<file path="config.mk">
export PLATFORM = sky130hd
export DESIGN_NAME = deco_queue
export DESIGN_NICKNAME = d
export VERILOG_FILES = /design/src/rtl/deco_pkg.sv /design/src/rtl/deco_fields.sv /design/src/rtl/deco_queue.sv
export SDC_FILE = /design/constraint.sdc
export NUM_CORES = 1
export LEC_CHECK = 0
export ABC_AREA = 1
export CAP_MARGIN = 5
export CORE_ASPECT_RATIO = 0.75
export CORE_MARGIN = 2
export CORE_UTILIZATION = 30
export DETAILED_ROUTE_END_ITERATION = 16
export GPL_TIMING_DRIVEN = 0
export HOLD_SLACK_MARGIN = 0.02
export SKIP_LAST_GASP = 1
export SYNTH_ARGS = -nofsm -noshare
export SYNTH_HDL_FRONTEND = slang
export SYNTH_SLANG_ARGS = --single-unit
</file>
<file path="constraint.sdc">
create_clock -name clk -period 9.27 [get_ports clk]
set_clock_uncertainty 0.1 [all_clocks]
set_input_delay 1.854 -clock clk [delete_from_list [all_inputs] [get_ports clk]]
set_output_delay 1.854 -clock clk [all_outputs]
set_load 0.005 [all_outputs]
</file>
<file path="src/rtl/deco_pkg.sv">
// Shared types for the decoded-instruction queue: instruction class, the
// 63-bit decoded bundle, condition-code encodings and the NZCV evaluator.
package deco_pkg;

  typedef enum logic [1:0] {
    CLS_DP    = 2'b00,
    CLS_MEM   = 2'b01,
    CLS_BR    = 2'b10,
    CLS_UNDEF = 2'b11
  } cls_t;

  typedef struct packed {
    cls_t        cls;
    logic [3:0]  cond;
    logic        i;
    logic [3:0]  opcode;
    logic        s;
    logic        p;
    logic        u;
    logic        b;
    logic        w;
    logic        l;
    logic        link;
    logic [3:0]  rn;
    logic [3:0]  rd;
    logic [11:0] imm12;
    logic [23:0] off24;
    logic        undef;
  } dec_t;

  localparam int DEC_W = $bits(dec_t);

  localparam logic [3:0] COND_EQ = 4'h0;
  localparam logic [3:0] COND_NE = 4'h1;
  localparam logic [3:0] COND_CS = 4'h2;
  localparam logic [3:0] COND_CC = 4'h3;
  localparam logic [3:0] COND_MI = 4'h4;
  localparam logic [3:0] COND_PL = 4'h5;
  localparam logic [3:0] COND_VS = 4'h6;
  localparam logic [3:0] COND_VC = 4'h7;
  localparam logic [3:0] COND_HI = 4'h8;
  localparam logic [3:0] COND_LS = 4'h9;
  localparam logic [3:0] COND_GE = 4'hA;
  localparam logic [3:0] COND_LT = 4'hB;
  localparam logic [3:0] COND_GT = 4'hC;
  localparam logic [3:0] COND_LE = 4'hD;
  localparam logic [3:0] COND_AL = 4'hE;
  localparam logic [3:0] COND_NV = 4'hF;

  // nzcv ordering: N in bit 3, Z bit 2, C bit 1, V bit 0.
  function automatic logic cond_pass(input logic [3:0] cond, input logic [3:0] nzcv);
    logic n, z, c, v;
    n = nzcv[3];
    z = nzcv[2];
    c = nzcv[1];
    v = nzcv[0];
    case (cond)
      COND_EQ: cond_pass = z;
      COND_NE: cond_pass = !z;
      COND_CS: cond_pass = c;
      COND_CC: cond_pass = !c;
      COND_MI: cond_pass = n;
      COND_PL: cond_pass = !n;
      COND_VS: cond_pass = v;
      COND_VC: cond_pass = !v;
      COND_HI: cond_pass = c && !z;
      COND_LS: cond_pass = !c || z;
      COND_GE: cond_pass = (n == v);
      COND_LT: cond_pass = (n != v);
      COND_GT: cond_pass = !z && (n == v);
      COND_LE: cond_pass = z || (n != v);
      COND_AL: cond_pass = 1'b1;
      default: cond_pass = 1'b0;
    endcase
  endfunction

endpackage

</file>
<file path="src/rtl/deco_fields.sv">
// Combinational field extractor: raw 32-bit instruction word to dec_t.
// Fields that the instruction class does not define are forced to zero.
module deco_fields
  import deco_pkg::*;
(
  input  logic [31:0] instr_i,
  output dec_t        dec_o
);

  cls_t cls;

  assign cls = cls_t'(instr_i[27:26]);

  always_comb begin
    // NOTE: the all-zero default on every path keeps this purely combinational (no latch) and gives undefined fields a known 0.
    dec_o      = '0;
    dec_o.cls  = cls;
    dec_o.cond = instr_i[31:28];
    unique case (cls)
      CLS_DP: begin
        dec_o.i      = instr_i[25];
        dec_o.opcode = instr_i[24:21];
        dec_o.s      = instr_i[20];
        dec_o.rn     = instr_i[19:16];
        dec_o.rd     = instr_i[15:12];
        dec_o.imm12  = instr_i[11:0];
      end
      CLS_MEM: begin
        dec_o.i     = instr_i[25];
        dec_o.p     = instr_i[24];
        dec_o.u     = instr_i[23];
        dec_o.b     = instr_i[22];
        dec_o.w     = instr_i[21];
        dec_o.l     = instr_i[20];
        dec_o.rn    = instr_i[19:16];
        dec_o.rd    = instr_i[15:12];
        dec_o.imm12 = instr_i[11:0];
      end
      CLS_BR: begin
        dec_o.link  = instr_i[24];
        dec_o.off24 = instr_i[23:0];
      end
      CLS_UNDEF: begin
        dec_o.undef = 1'b1;
      end
    endcase
  end

endmodule

</file>
<file path="src/rtl/deco_queue.sv">
// Decoded-instruction FIFO: words are decoded on write and stored as dec_t.
// Define DECO_COND_EVAL_EN to evaluate the head condition code against flags.
module deco_queue
  import deco_pkg::*;
#(
  parameter int DEPTH = 4
) (
  input  logic                   clk,
  input  logic                   rst_n,
  input  logic                   in_valid,
  output logic                   in_ready,
  input  logic [31:0]            in_instr,
  output logic                   out_valid,
  input  logic                   out_ready,
  output dec_t                   out_dec,
  output logic                   out_cond_pass,
  input  logic [3:0]             flags,
  input  logic                   flush,
  output logic [$clog2(DEPTH):0] count
);

  localparam int AW = $clog2(DEPTH);
  localparam int CW = AW + 1;
  localparam logic [CW-1:0] DEPTH_C = CW'(DEPTH);

  logic [AW-1:0] wr_ptr_q, wr_ptr_d;
  logic [AW-1:0] rd_ptr_q, rd_ptr_d;
  logic [CW-1:0] count_q, count_d;
  dec_t          out_dec_q, out_dec_d;
  dec_t          mem_q [DEPTH];
  dec_t          dec_in;
  logic          push, pop;

  deco_fields u_fields (
    .instr_i (in_instr),
    .dec_o   (dec_in)
  );

  // Handshakes are gated by rst_n so both read low throughout a reset cycle.
  assign in_ready  = rst_n && (count_q < DEPTH_C) && !flush;
  assign out_valid = rst_n && (count_q != '0);
  assign push      = in_valid && in_ready;
  assign pop       = out_valid && out_ready && !flush;

  always_comb begin
    wr_ptr_d  = wr_ptr_q;
    rd_ptr_d  = rd_ptr_q;
    count_d   = count_q;
    out_dec_d = out_dec_q;
    if (flush) begin
      wr_ptr_d = '0;
      rd_ptr_d = '0;
      count_d  = '0;
    end else begin
      if (push) wr_ptr_d = wr_ptr_q + 1'b1;
      if (pop)  rd_ptr_d = rd_ptr_q + 1'b1;
      case ({push, pop})
        2'b10:   count_d = count_q + 1'b1;
        2'b01:   count_d = count_q - 1'b1;
        default: count_d = count_q;
      endcase
      // Registered head: the new head is either a stored entry or the word
      // being written this cycle; an empty queue keeps the last head value.
      if (count_d != '0) begin
        if (push && (rd_ptr_d == wr_ptr_q)) out_dec_d = dec_in;
        else                                out_dec_d = mem_q[rd_ptr_d];
      end
    end
  end

  always_ff @(posedge clk) begin
    // NOTE: state registers use non-blocking assignments so every flop samples pre-edge values regardless of statement order.
    if (!rst_n) begin
      wr_ptr_q  <= '0;
      rd_ptr_q  <= '0;
      count_q   <= '0;
      out_dec_q <= '0;
    end else begin
      wr_ptr_q  <= wr_ptr_d;
      rd_ptr_q  <= rd_ptr_d;
      count_q   <= count_d;
      out_dec_q <= out_dec_d;
    end
  end

  // NOTE: the entry array has no reset; an entry is only read after being written, and out_dec comes from the reset head register.
  always_ff @(posedge clk) begin
    if (push) mem_q[wr_ptr_q] <= dec_in;
  end

  assign out_dec = out_dec_q;
  assign count   = count_q;

`ifdef DECO_COND_EVAL_EN
  assign out_cond_pass = cond_pass(out_dec_q.cond, flags);
`else
  logic unused_flags;
  assign unused_flags  = ^flags;
  assign out_cond_pass = 1'b1;
`endif

endmodule

</file>
==> key figures, run 1 <==
Global route
  – Global route overflow: 0
  – Largest net degree at the start of global routing: 29
  – Vias in the first global route: 11029
  – First-pass GRT wire length: 65900 um
  – Total GRT Usage: 17.0%
  – Initial antenna violation count: 0

Final layout
  – Post-route cell area: 17700 um^2
  – Final antenna diode count: 0
  – Layout area overhead: 21.3%
  – Fraction of layout cells with a size suffix above 1: 6.80%
  – # nets final: 1828

STA
  – Period minus WS final: 6010 ps
  – Crit share post-route: 64.8%
  – Relative slew margins: 39.9%
  – RSZ-0062 raised after global routing: false
  – Fin worst setup slack: 3260 ps
  – Endpoints failing setup: 0
  – Min Hold Slack: 433 ps
  – Final Hold Fails: 0
  – Slew Viols, Final: 0
  – Fin Setup TNS: 0 ps
  – Fmax: 0.166 GHz
  – Worst slew pin tran: 902 ps

Synthesis
  – Ranking of synthesized cells by area: edfxtp_1 (52%), nand3_1 (12%), dfxtp_1 (9.6%)
  – Yosys top cell by area: edfxtp_1
  – Synth cell count leaders: nand3_1 (348), nand2_1 (334), inv_1 (269), edfxtp_1 (252), nor2_1 (210)
  – Synthesis warning total: 0
  – Post-synth net total: 1678
  – Post-Synthesis Cells: 1631
  – Share of the synthesized area in the top cell type: 51.8%
  – Main synth FF type: edfxtp_1
  – Register area share after synthesis: 61.4%
  – Mean post-synth cell area: 8.95 um^2
  – Mapped Area: 14600 um^2
  – Dominant cell by count in the synthesized netlist: nand3_1
  – Post-synth EDFFs: 252
  – Post-synth ARST share: 0%
  – Synth Register Bits: 322
  – Yosys cell types: 28

Power and ir drop
  – Pwr dens: 180 nW/um^2
  – Leakage: 7.60 nW
  – Internal: 2.44 mW
  – Clock share of power: 41.5%
  – Power consumption: 3.19 mW
  – Logic pwr share: 8.3%
  – Switching Fraction: 23.5%
  – Net switching power: 750 uW
  – Flop pwr share: 50.2%
  – Max VDD drop: 0.104 mV

Clocking
  – Post-CTS setup buffer count: 0
  – Total clock sinks: 322
  – Clk buf depth: 3
  – Clock Latency Late Sink: 530 ps
  – Total CTS buffers: 36
  – H-tree levels: 2
  – Worst-path clk slew: 60 ps
  – Root Buffer: clkbuf_16
  – CTS tree: yes
  – # hold bufs at CTS: 0
  – PostCTS Resize Cnt: 0

Floorplan
  – Die Width: 259 um
  – I/O Pins: 110
  – Core area: 47700 um^2
  – Die area: 50500 um^2
  – Die Ht: 195 um
  – Num rows: 69
  – Starting density of the core: 30.6%

Critical path
  – Arrival time worst endpoint: 4050 ps
  – Crit path largest cell delay: 530 ps
  – Worst path required time: 7320 ps
  – Crit start category: input pin
  – WS Path Type: input pin to output pin
  – CP max stage cell: clkdlybuf4s50_1
  – Crit path max fanout: 10
  – Crit end category: output pin
  – Worst path cell trace: clkdlybuf4s50_1 > clkbuf_1 > inv_2 > clkbuf_1 > a31oi_1 > clkdlybuf4s50_1

Route
  – Routed WL per cell: 17.6 um
  – Post-DRT Antenna Nets: 0
  – 1st-pass router iterations: 5
  – DR vias: 11567
  – # DRC: 0
  – Vias/cell: 4.73
  – First DRT Iteration DRCs: 1052
  – Routed WL: 43200 um

Job
  – Max_cap viols: 0

Outcome
  – Status: complete, no violations

Worst hold path
  – Hold crit path type: flop to flop

Place
  – Gpl congestion: 0.817
  – IO Port Bufs: 104
  – Setup slack at placement: 3230 ps
  – DP HPWL: 28900 um
  – Placed instance area: 16600 um^2
## state kept, by name (all words and copies together) (netlist names)
register / cells
rd_ptr_q: 2
count: 3
mem_q: 252
wr_ptr_q: 2
out_dec: 63
## power by group through the flow
stage	Sequential, mW	Clock, mW	Combinational (mW)
after CTS	1.60	1.34	0.265
final	1.60	1.33	0.265
after global placement	1.64	0	0.259
after floorplan	1.63	0	0.128
after global routing	1.61	1.40	0.292
after detailed placement	1.64	0	0.264
## path summary, 6_finish.rpt
| path | from | endpoint | slack (ps) | cells after the start |
|---|---|---|---|---|
| max | rst_n | out_valid | 3260 | 6 |
| min | out_dec[23]$_SDFFE_PN0P_ | out_dec[23]$_SDFFE_PN0P_ | 430 | 2 |
| max reg2reg | count[1]$_SDFF_PP0_ | out_dec[21]$_SDFFE_PN0P_ | 5450 | 18 |
| min reg2reg | out_dec[23]$_SDFFE_PN0P_ | out_dec[23]$_SDFFE_PN0P_ | 430 | 2 |
## layout by cell type, fill, tap and decap left out, types with 16 or more instances in the layout
cell               n
nand3_1          348
nand2_1          334
inv_1            269
edfxtp_1         252
nor2_1           206
clkdlybuf4s50_1  104
dfxtp_1           70
clkbuf_1          58
clkbuf_16         36
buf_2             24
o21ai_0           19
buf_4             16
## stage by stage
step | utilization (%) | std cells
5_1_grt | 37.1 | 2447
3_3_place_gp | 34.4 | 2374
3_5_place_dp | 34.9 | 2382
6_report | 37.1 | 2447
2_1_floorplan | - | 1631
4_1_cts | 37.1 | 2447
## area by class of cell
class | instances | area (um^2)
Inverter | 279 | 1050
Buffer | 92 | 435
Timing Repair Buffer | 112 | 1210
Tap cell | 639 | 800
Clock inverter | 20 | 130
Clock buffer | 45 | 945
Fill cell | 4744 | 30000
Sequential cell | 322 | 8970
Multi-Input combinational cell | 938 | 4180
## critical path: cells and delay by family
kind                   cells  cell delay (ps)
AOI/OAI and AO/OA          1              220
buffers and inverters      5             1970
## cell families after synthesis
logic type,Yosys count,share of synthesized area [%]
buffers and inverters,371,10.2
flip-flops,322,61.4
adder cells (fa/ha/maj),6,0.566
AO/OA/AOI/OAI,24,0.848
other,1,0.0257
XOR/XNOR,2,0.120
AND/OR/NAND/NOR,905,26.9
## routing by layer
layer  global-route usage [%]  vias up  share of wire (%)
met5                        0        -                  0
met4                     6.06        0                3.3
met3                     3.12       86                8.6
met2                     26.5      495                 44
met1                     23.7     5470                 44
li1                         -     5516                  -
Note: power is estimated with default switching activity, not from simulation.
==> run 2, diff against run 1 <==
==> constraint.sdc (replaced) <==
create_clock -name clk -period 6.25 [get_ports clk]
set_clock_uncertainty 0.1 [all_clocks]
set_input_delay 1.25 -clock clk [delete_from_list [all_inputs] [get_ports clk]]
set_output_delay 1.25 -clock clk [all_outputs]
set_load 0.005 [all_outputs]
==> results of run 2 <==
The final DEF is identical to that of run 1. Status: complete, no violations.
Main changes from that run: setup slack after placement 3230 ps -> 954 ps; setup slack after layout 3260 ps -> 1450 ps; register-to-register setup slack 5450 ps -> 2430 ps; total power 3.19 mW -> 4.74 mW; worst IR drop on VDD 0.104 mV -> 0.155 mV
==> run 3, diff against run 2 <==
==> constraint.sdc (replaced) <==
create_clock -name clk -period 4.6 [get_ports clk]
set_clock_uncertainty 0.1 [all_clocks]
set_input_delay 0.92 -clock clk [delete_from_list [all_inputs] [get_ports clk]]
set_output_delay 0.92 -clock clk [all_outputs]
set_load 0.005 [all_outputs]
==> run 3 against run 2 <==
Global-route usage is the same. Critical path depth grew 12. Via count shrank 0.28%. Routed wire length shrank 0.12%. Largest cell class unchanged. Count of clock-buffer cells in the layout is the same. Design area is essentially flat. Register-to-register slack lost 1500 ps. Die area is the same. Sequential cell count is the same. Final cell count is essentially flat.
==> key figures, run 3 (synthesis gave the netlist of run 1 again) <==
Final layout
  – # nets final: 1827 (was 1828)
  – Most frequent cells in the layout: nand3_1 (348), nand2_1 (334), inv_1 (269), edfxtp_1 (252), nor2_1 (206) (unchanged)
  – Final antenna diode count: 0 (unchanged)
  – Most common cell after layout, fill and taps aside: nand3_1 (unchanged)
  – Max reg flops: 252 (unchanged)
  – Layout Cells excl Fill: 2446 (was 2447)
  – Fraction of layout cells with a size suffix above 1: 6.81% (was 6.80%)
  – Post-route cell area: 17700 um^2 (about the same)
  – Layout area overhead: 21.3% (about the same)
  – Top reg by flops: mem_q (unchanged)

Floorplan
  – I/O Pins: 110 (unchanged)
  – Starting density of the core: 30.6% (unchanged)
  – Core area: 47700 um^2 (unchanged)
  – Die Ht: 195 um (unchanged)
  – Die Width: 259 um (unchanged)
  – Die area: 50500 um^2 (unchanged)
  – Num rows: 69 (unchanged)

STA
  – RSZ-0062 raised after global routing: false (unchanged)
  – Crit share post-route: 94.1%
  – Endpoints failing setup: 0 (unchanged)
  – Fmax: 0.231 GHz
  – Worst slew pin tran: 886 ps (was 902 ps)
  – Slew Viols, Final: 0 (unchanged)
  – Final Hold Fails: 0 (unchanged)
  – Fin Setup TNS: 0 ps (unchanged)
  – Relative slew margins: 40.9% (was 39.9%)
  – Period minus WS final: 4330 ps

Critical path
  – Crit path largest cell delay: 720 ps (was 530 ps)
  – Arrival time worst endpoint: 4650 ps (was 3450 ps)
  – R2R Path End: out_dec[46]$_SDFFE_PN0P_ (was out_dec[21]$_SDFFE_PN0P_)
  – Critical path launch point: flush (was rst_n)
  – Critical R2R Launch: count[1]$_SDFF_PP0_ (unchanged)
  – Reg2reg path depth: 17 (was 18)
  – WS Path Type: input pin to flop (was input pin to output pin)
  – R2R Setup Slk: 910 ps (was 2430 ps)
  – Worst path required time: 4920 ps (was 4900 ps)
  – Crit path max fanout: 18 (was 10)
  – Crit end category: flop (was output pin)
  – Crit-path most repeated cell: inv_1
  – CP max stage cell: clkbuf_1 (was clkdlybuf4s50_1)
  – Setup crit end: out_dec[46]$_SDFFE_PN0P_ (was out_valid)
  – Worst path cell trace: clkdlybuf4s50_1 > inv_2 > nand2_4 > nor2_2 > nand2_2 > ha_1 > inv_1 > fa_1 > inv_1 > nand2_1 > nand3_1 > xor2_1 > o21ai_1 > inv_2 > clkbuf_1 > nand3_1 > nand2_1 > inv_1 (was clkdlybuf4s50_1 > clkbuf_1 > inv_2 > clkbuf_1 > a31oi_1 > clkdlybuf4s50_1)
  – Crit start category: input pin (unchanged)

Clocking
  – CTS tree: yes (unchanged)
  – Clk buf depth: 3 (unchanged)
  – Post-CTS setup buffer count: 0 (unchanged)
  – Total clock sinks: 322 (unchanged)
  – Total CTS buffers: 36 (unchanged)
  – Worst-path clk slew: 60 ps (about the same)
  – Root Buffer: clkbuf_16 (unchanged)
  – H-tree levels: 2 (unchanged)
  – Clock Latency Late Sink: 520 ps (was 530 ps)

Global route
  – Global route overflow: 0 (unchanged)
  – Largest net degree at the start of global routing: 29 (unchanged)
  – Total GRT Usage: 17.0% (unchanged)
  – Vias in the first global route: 11029 (unchanged)
  – First-pass GRT wire length: 65900 um (unchanged)
  – Initial antenna violation count: 0 (unchanged)

Route
  – # DRC: 0 (unchanged)
  – Post-DRT Antenna Nets: 0 (unchanged)
  – DR vias: 11535 (was 11567)
  – Routed WL per cell: 17.6 um (about the same)
  – Vias/cell: 4.72 (was 4.73)
  – Routed WL: 43100 um (was 43200 um)
  – First DRT Iteration DRCs: 1115 (was 1052)
  – 1st-pass router iterations: 5 (unchanged)

Job
  – Max_cap viols: 0 (unchanged)

Power and ir drop
  – Flop pwr share: 50.3% (was 50.2%)
  – Clock share of power: 41.5% (about the same)
  – Internal: 4.92 mW (was 3.62 mW)
  – Leakage: 7.60 nW (about the same)
  – Net switching power: 1.51 mW (was 1.11 mW)
  – Pwr dens: 363 nW/um^2 (was 267 nW/um^2)
  – Power consumption: 6.43 mW (was 4.74 mW)
  – Logic pwr share: 8.3% (about the same)
  – Max VDD drop: 0.211 mV (was 0.155 mV)
  – Switching Fraction: 23.4% (was 23.5%)

Worst hold path
  – Hold crit path type: flop to flop (unchanged)

Place
  – DP Cell Count: 2382 (unchanged)
  – DP HPWL: 28900 um (unchanged)
  – Gpl congestion: 0.817 (unchanged)
  – Placed instance area: 16600 um^2 (unchanged)
  – IO Port Bufs: 104 (unchanged)

Outcome
  – Status: complete, no violations (unchanged)
-- run 3: changes by cell type in the layout (fill, tap and decap cells not counted) --
cell,change
clkbuf_1,-1
-- run 3: layout make-up --
| cell class | count | area [um^2] |
|---|---|---|
| Multi-Input combinational cell | 938 | 4180 |
| Clock buffer | 45 | 945 |
| Buffer | 91 | 432 |
| Tap cell | 639 | 800 |
| Inverter | 279 | 1050 |
| Timing Repair Buffer | 112 | 1210 |
| Fill cell | 4744 | 30000 |
| Clock inverter | 20 | 130 |
| Sequential cell | 322 | 8970 |
-- run 3: worst max-delay path, delay by kind of cell --
kind,cells,cell delay [ps]
compound gates,1,110
buf+inv,7,1810
fa+ha+maj,2,610
xor+xnor,1,220
simple gates,7,980
-- run 3: routing by layer --
| metal | wire length, um | global-route usage (%) | vias to the layer above | part of all wire, % |
|---|---|---|---|---|
| met1 | 19000 | 23.7 | 5492 | 44 |
| met5 | 0 | 0 | - | 0 |
| met3 | 3380 | 3.12 | 86 | 7.8 |
| li1 | - | - | 5512 | - |
| met4 | 1450 | 6.06 | 0 | 3.4 |
| met2 | 19300 | 26.5 | 445 | 45 |
-- run 3: power by group through the flow --
stage,clock (mW),sequential [mW],combinational (mW)
3_5_place_dp,0,3.30,0.532
4_1_cts,2.70,3.23,0.535
2_1_floorplan,0,3.29,0.259
3_3_place_gp,0,3.30,0.522
5_1_grt,2.82,3.24,0.588
6_report,2.67,3.23,0.532
-- run 3: per-stage QoR --
step | setup slack (ps) | utilization, % | hold slack (ps)
2_1_floorplan | 37.7 | - | 419
3_3_place_gp | -3020 | 34.4 | 418
3_5_place_dp | -366 | 34.9 | 418
4_1_cts | 150 | 37.1 | 435
5_1_grt | 89.8 | 37.1 | 466
6_report | 270 | 37.1 | 432
-- run 3: how the worst min path moves through the flow --
| stage | from | endpoint | slack (ps) | depth (start not counted) |
|---|---|---|---|---|
| after floorplan | out_dec[10]$_SDFFE_PN0P_ | out_dec[10]$_SDFFE_PN0P_ | 420 | 2 |
| after global placement | out_dec[14]$_SDFFE_PN0P_ | out_dec[14]$_SDFFE_PN0P_ | 420 | 2 |
| after detailed placement | out_dec[48]$_SDFFE_PN0P_ | out_dec[48]$_SDFFE_PN0P_ | 420 | 2 |
| after CTS | out_dec[20]$_SDFFE_PN0P_ | out_dec[20]$_SDFFE_PN0P_ | 430 | 2 |
| after global routing | out_dec[4]$_SDFFE_PN0P_ | out_dec[4]$_SDFFE_PN0P_ | 470 | 2 |
| final | out_dec[48]$_SDFFE_PN0P_ | out_dec[48]$_SDFFE_PN0P_ | 430 | 2 |
-- run 3: repair_timing --
| action | 4_1_cts | 5_1_grt |
|---|---|---|
| hold buffers | 0 | 0 |
| gates resized for setup | 0 | 0 |
| setup endpoints to repair | 0 | 2 |
